`config.mk`:
```
export PLATFORM = sky130hd
export DESIGN_NAME = instruction_register_flat
export DESIGN_NICKNAME = d
export VERILOG_FILES = /design/src/rtl/instruction_register_if.sv /design/src/rtl/instruction_register.sv /design/src/flat_wrapper.sv
export SDC_FILE = /design/constraint.sdc
export NUM_CORES = 1
export LEC_CHECK = 0
export ABC_AREA = 1
export CAP_MARGIN = 20
export CORE_MARGIN = 2
export CORE_UTILIZATION = 25
export DETAILED_ROUTE_END_ITERATION = 6
export PLACE_DENSITY_LB_ADDON = 0.15
export SKIP_LAST_GASP = 1
export SYNTH_ARGS = -nofsm -noshare
export SYNTH_HDL_FRONTEND = slang
export SYNTH_SLANG_ARGS = --single-unit
```
`constraint.sdc`:
```
create_clock -name ClockIR -period 1.7 [get_ports ClockIR]
set_input_delay 0.255 -clock ClockIR [delete_from_list [all_inputs] [get_ports ClockIR]]
set_output_delay 0.255 -clock ClockIR [all_outputs]
set_load 0.03 [all_outputs]
```
`src/rtl/instruction_register_if.sv`:
```
// Bus between the TAP controller and instruction_register: scan data, enables, status and decoded outputs.
// TAP side uses the master modport; the register uses the slave modport.
interface instruction_register_if #(
  parameter int WIDTH = 4
);
  logic             TDI;
  logic             CaptureIR;
  logic             ShiftIR;
  logic             UpdateIR;
  logic [WIDTH-3:0] Status;
  logic             TDO;
  logic [WIDTH-1:0] Q;
  logic             LengthErr;

  modport master (
    output TDI, CaptureIR, ShiftIR, UpdateIR, Status,
    input  TDO, Q, LengthErr
  );

  modport slave (
    input  TDI, CaptureIR, ShiftIR, UpdateIR, Status,
    output TDO, Q, LengthErr
  );
endinterface

```
`src/rtl/instruction_register.sv`:
```
// WIDTH-bit JTAG instruction register: shift stage, update stage, 1149.1 capture pattern and shift-length check.
// Q/LengthErr update on the UpdateIR edge; TDO is shift[0] (flop). Optional macro IR_CAPTURE_STATUS_EN loads Status on capture.
module instruction_register #(
  parameter int               WIDTH       = 4,
  parameter logic [WIDTH-1:0] RESET_INSTR = {WIDTH{1'b1}}
) (
  input logic                   ClockIR,
  input logic                   Reset,
  instruction_register_if.slave ir
);

  localparam int             CW      = $clog2(WIDTH + 2);
  localparam logic [CW-1:0]  CNT_LEN = CW'(WIDTH);
  localparam logic [CW-1:0]  CNT_MAX = CW'(WIDTH + 1);

  logic [WIDTH-1:0] shift_q, shift_nxt;
  logic [WIDTH-1:0] instr_q, instr_nxt;
  logic [CW-1:0]    cnt_q, cnt_nxt;
  logic             err_q, err_nxt;
  logic [WIDTH-1:0] cap_val;

`ifdef IR_CAPTURE_STATUS_EN
  assign cap_val = {ir.Status, 2'b01};
`else
  logic unused_status;
  assign unused_status = ^ir.Status;
  assign cap_val       = {{(WIDTH-2){1'b0}}, 2'b01};
`endif

  // Update acts on the pre-edge shift/cnt, independently of the shift-register operation.
  always_comb begin
    shift_nxt = shift_q;
    cnt_nxt   = cnt_q;
    instr_nxt = instr_q;
    err_nxt   = err_q;
    if (ir.CaptureIR) begin
      shift_nxt = cap_val;
      cnt_nxt   = '0;
      err_nxt   = 1'b0;
    end else if (ir.ShiftIR) begin
      shift_nxt = {ir.TDI, shift_q[WIDTH-1:1]};
      if (cnt_q != CNT_MAX) begin
        cnt_nxt = cnt_q + 1'b1;
      end
    end
    if (ir.UpdateIR) begin
      instr_nxt = shift_q;
      if (cnt_q != CNT_LEN) begin
        err_nxt = 1'b1;
      end
    end
  end

  always_ff @(posedge ClockIR) begin
    if (Reset) begin
      shift_q <= '0;
      instr_q <= RESET_INSTR;
      cnt_q   <= '0;
      err_q   <= 1'b0;
    end else begin
      shift_q <= shift_nxt;
      instr_q <= instr_nxt;
      cnt_q   <= cnt_nxt;
      err_q   <= err_nxt;
    end
  end

  assign ir.TDO       = shift_q[0];
  assign ir.Q         = instr_q;
  assign ir.LengthErr = err_q;

endmodule

```
`src/flat_wrapper.sv`:
```
// flat-port wrapper written by rule: the top's interface ports become plain ports
module instruction_register_flat 
#(
  parameter int               WIDTH       = 4,
  parameter logic [WIDTH-1:0] RESET_INSTR = {WIDTH{1'b1}}
)
  (ClockIR, Reset, ir_TDI, ir_CaptureIR, ir_ShiftIR, ir_UpdateIR, ir_Status, ir_TDO, ir_Q, ir_LengthErr);
  instruction_register_if #(.WIDTH(WIDTH)) ir_i ();
  input logic ClockIR;
  input logic Reset;
  input wire logic [$bits(ir_i.TDI)-1:0] ir_TDI;
  input wire logic [$bits(ir_i.CaptureIR)-1:0] ir_CaptureIR;
  input wire logic [$bits(ir_i.ShiftIR)-1:0] ir_ShiftIR;
  input wire logic [$bits(ir_i.UpdateIR)-1:0] ir_UpdateIR;
  input wire logic [$bits(ir_i.Status)-1:0] ir_Status;
  output wire logic [$bits(ir_i.TDO)-1:0] ir_TDO;
  output wire logic [$bits(ir_i.Q)-1:0] ir_Q;
  output wire logic [$bits(ir_i.LengthErr)-1:0] ir_LengthErr;
  assign ir_i.TDI = ir_TDI;
  assign ir_i.CaptureIR = ir_CaptureIR;
  assign ir_i.ShiftIR = ir_ShiftIR;
  assign ir_i.UpdateIR = ir_UpdateIR;
  assign ir_i.Status = ir_Status;
  assign ir_TDO = ir_i.TDO;
  assign ir_Q = ir_i.Q;
  assign ir_LengthErr = ir_i.LengthErr;
  instruction_register #(.WIDTH(WIDTH), .RESET_INSTR(RESET_INSTR)) u_core (.ClockIR(ClockIR), .Reset(Reset), .ir(ir_i));
endmodule
```
After elaboration in Yosys (flattened, before gate mapping). Index checks and enable logic that the tools add are counted.

Add/subtract/negate cells: 1. Equal/unequal tests: 2. Mux-type cells: 5. Reductions and logical operators: 3.

Operators with widths (count): $ne A3 B3 Y1 const B (2); $mux W1 (5); $add A3 B1 Y3 const B (1); $reduce_and A2 Y1 (1); $reduce_bool A2 Y1 (1); $reduce_or A2 Y1 (1).

Register bits: 12. Bits of input ports: 8.

Logic depth before layout (Yosys ltp).
Word-level depth: 3. Mapped depth: 6.

Worst setup path before layout. Ideal clock, no wire load.

Path type: reg-to-reg. Start: register u_core.cnt_q[0]. End: register u_core.cnt_q[1]. Arrival time: 0.883 ns. Required time: 1.585 ns. Path slack: 0.702 ns. Stages on the path, launching flop included: 7. Buffers on the path: 0. Period minus slack after synthesis: 0.998 ns. Cells stage by stage: dfxtp_1 > inv_1 > ha_1 > inv_1 > nand3_1 > nand2_1 > nor2_1.

Longest elaborated chain between the ends: 2.

RTL lines: start, declared (line instruction_register.sv:18) `logic [CW-1:0] cnt_q, cnt_nxt;`; start signal, assigned (line instruction_register.sv:63) `cnt_q <= cnt_nxt;`; parallel branches: the longest is 2 deep, another holds $add A3 B1 Y3.

Several ways; the timed one is not identified. A chain may end at the register's enable or synchronous reset.

Worst setup path after layout.
Start: register u_core.shift_q[0]. End: output ir_TDO.

RTL lines: start, declared (line instruction_register.sv:16) `logic [WIDTH-1:0] shift_q, shift_nxt;`; start signal, assigned (line instruction_register.sv:61) `shift_q <= shift_nxt;`; end, declared (line flat_wrapper.sv:16) `output wire logic [$bits(ir_i.TDO)-1:0] ir_TDO;`.

No word-level cell between the ends.

==> results.json <==
{
  "post-dp-hpwl_um": 719,
  "cp_num_buf_inv": 1,
  "vdd_drop_max_uv": 593,
  "pwr_density_cell_nw_per_um2": 914,
  "hold_class": "flop to flop",
  "vias": 425,
  "slew_violations": 0,
  "cpPeakStageDelay_ns": 0.68,
  "path_cells": "clkdlybuf4s50_1",
  "layout_common_cells": "nand2_1, dfxtp_1, clkdlybuf4s50_1",
  "grt_setup_unrepaired": "false",
  "cts_resized": 0,
  "routed_wl_um": 931,
  "finalWorstSetupSlack_ns": 0.123,
  "grt_max_degree": 11,
  "cts_root_buf": "clkbuf_4",
  "tritoncts": "yes",
  "holdBufCountCts": 0,
  "io_buffers": 11,
  "fmax_ghz": 0.634,
  "grt-ovfl-total": 0,
  "ios": 14,
  "fin_tns_setup_ns": 0,
  "syn_area_sq_um": 517,
  "syn-instance-count": 66,
  "cts_sinks": 12,
  "synth_cell_types": 14,
  "place_area_sq_um": 649,
  "drc_errors": 0,
  "fin_nets": 92,
  "drive_gt1_frac": 0.125,
  "cts.htree.levels": 1,
  "fin_worst_skew_ns": 0.00814,
  "final_common_cell": "nand2_1",
  "clkLatencyLatePin_ns": 0.27,
  "period_minus_slack_ns": 1.58,
  "dpl_worst_slack_ns": 0.323,
  "nFillCells": 235,
  "ys_ff_latch": 12,
  "cpLargestDelayFamily": "buffers and inverters",
  "die_h_um": 49.5,
  "cts_buffer_depth": 2,
  "cp-start-kind": "flop",
  "n_antenna_cell": 0,
  "finalSetupViolations": 0,
  "postLayoutCellArea_sq_um": 686,
  "post_drt_wl_per_cell_um": 8.70,
  "cts_made_buffers": 3,
  "num_rows": 16,
  "fin_crit_sh": 0.928,
  "grt_pass1_wl_um": 1510,
  "path_class": "flop to primary output",
  "core_area_sq_um": 1960,
  "syn-num-nets": 77,
  "initial_core_util": 0.263,
  "grt_usage": 0.0831,
  "worstPathRequired_ns": 1.44,
  "worstPathArrival_ns": 1.32,
  "syn_to_final_growth_pct": 32.7,
  "synth_warnings": 0,
  "synth_seq_area_share": 0.465,
  "drt_iter0_markers": 4,
  "grt_pass1_vias": 342,
  "drv_cap": 0,
  "postRouteAntennaNets": 0,
  "leakagePower_nw": 0.289,
  "yosys.area.top_type": "dfxtp_1",
  "die-area_sq_um": 2450,
  "cp_slowest_cell": "clkdlybuf4s50_1",
  "worst_pin_slew_ns": 0.397,
  "die_w_um": 49.5,
  "gp_congestion": 0.666,
  "yosys-top-cells-area": "dfxtp_1, nand2_1, ha_1, a21oi_1, nand3_1",
  "max_slew_margin": 0.735,
  "viasPerCell": 3.97,
  "cts_setup_buffers": 0,
  "antenna_found_initial": 0,
  "status": "complete, no violations",
  "crit_path_end_kind": "primary output",
  "first_pass_iters": 4,
  "clkTransAtPathRegs_ns": 0.08,
  "crit_fanout": 3,
  "netlist.area_leader.share": 0.465,
  "hold_viol": 0,
  "syn_area_per_cell_sq_um": 7.83
}
## layout make-up
class / count / area, sq um / share of cell area
well taps: 27 / 33.8 / 0.0493
repair buffers: 11 / 110 / 0.161
clock buffers: 4 / 36.3 / 0.0529
multi-input cells: 44 / 231 / 0.338
inverters: 9 / 33.8 / 0.0493
flip-flops and latches: 12 / 240 / 0.350
## registers in the layout, summed over array words and instances (netlist names)
register and count:
u_core.ir.Q 4, u_core.shift_q 4, u_core.cnt_q 3, u_core.ir.LengthErr 1
## final timing paths
kind / from / cells after the start / endpoint / slack [ns]
worst max-delay path: u_core.shift_q[0]$_SDFFE_PP0P_ / 1 / ir_TDO / 0.12
worst min-delay path: u_core.ir.Q[1]$_SDFFE_PP1P_ / 2 / u_core.ir.Q[1]$_SDFFE_PP1P_ / 0.46
worst max register to register: u_core.cnt_q[0]$_SDFFE_PP0P_ / 6 / u_core.cnt_q[1]$_SDFFE_PP0P_ / 0.62
worst min register to register: u_core.ir.Q[1]$_SDFFE_PP1P_ / 2 / u_core.ir.Q[1]$_SDFFE_PP1P_ / 0.46
## layer usage
layer | up-vias | GRT usage | share of wire
li1 | 239 | - | -
met1 | 173 | 0.117 | 0.54
met2 | 11 | 0.106 | 0.39
met3 | 2 | 0.0455 | 0.054
met4 | 0 | 0.0278 | 0.015
met5 | - | 0 | 0
## cell families after synthesis
group	Yosys count	synth area share
and+or+nand+nor	31	0.259
buffers and inverters	10	0.0872
AOI/OAI and AO/OA	10	0.116
DFF	12	0.465
adders and majority gates	3	0.0726
## cells in the mapped netlist (all sizes together)
library cell   n
nor2           8
ha             3
inv            9
o21ai          3
nand2         17
dfxtp         12
o211ai         1
buf            1
a21oi          6
nand3          6
## report_power, final
part            total, W  internal (W)  switching, W
combinational  0.0000968     0.0000426     0.0000542
sequential      0.000306      0.000297    0.00000963
clock           0.000224      0.000130     0.0000935
## metrics by stage
| stage | cells | hold WS (ns) | utilization | total power [W] |
|---|---|---|---|---|
| finish | 107 | 0.459 | 0.349 | 0.000627 |
| global route | 107 | 0.488 | 0.349 | 0.000663 |
| CTS | 107 | 0.458 | 0.349 | 0.000641 |
| detailed placement | 103 | 0.445 | 0.331 | 0.000411 |
| global placement | 103 | 0.438 | 0.331 | 0.000410 |
| floorplan | 66 | 0.324 | - | 0.000369 |
Note: power is estimated with default switching activity, not from simulation.
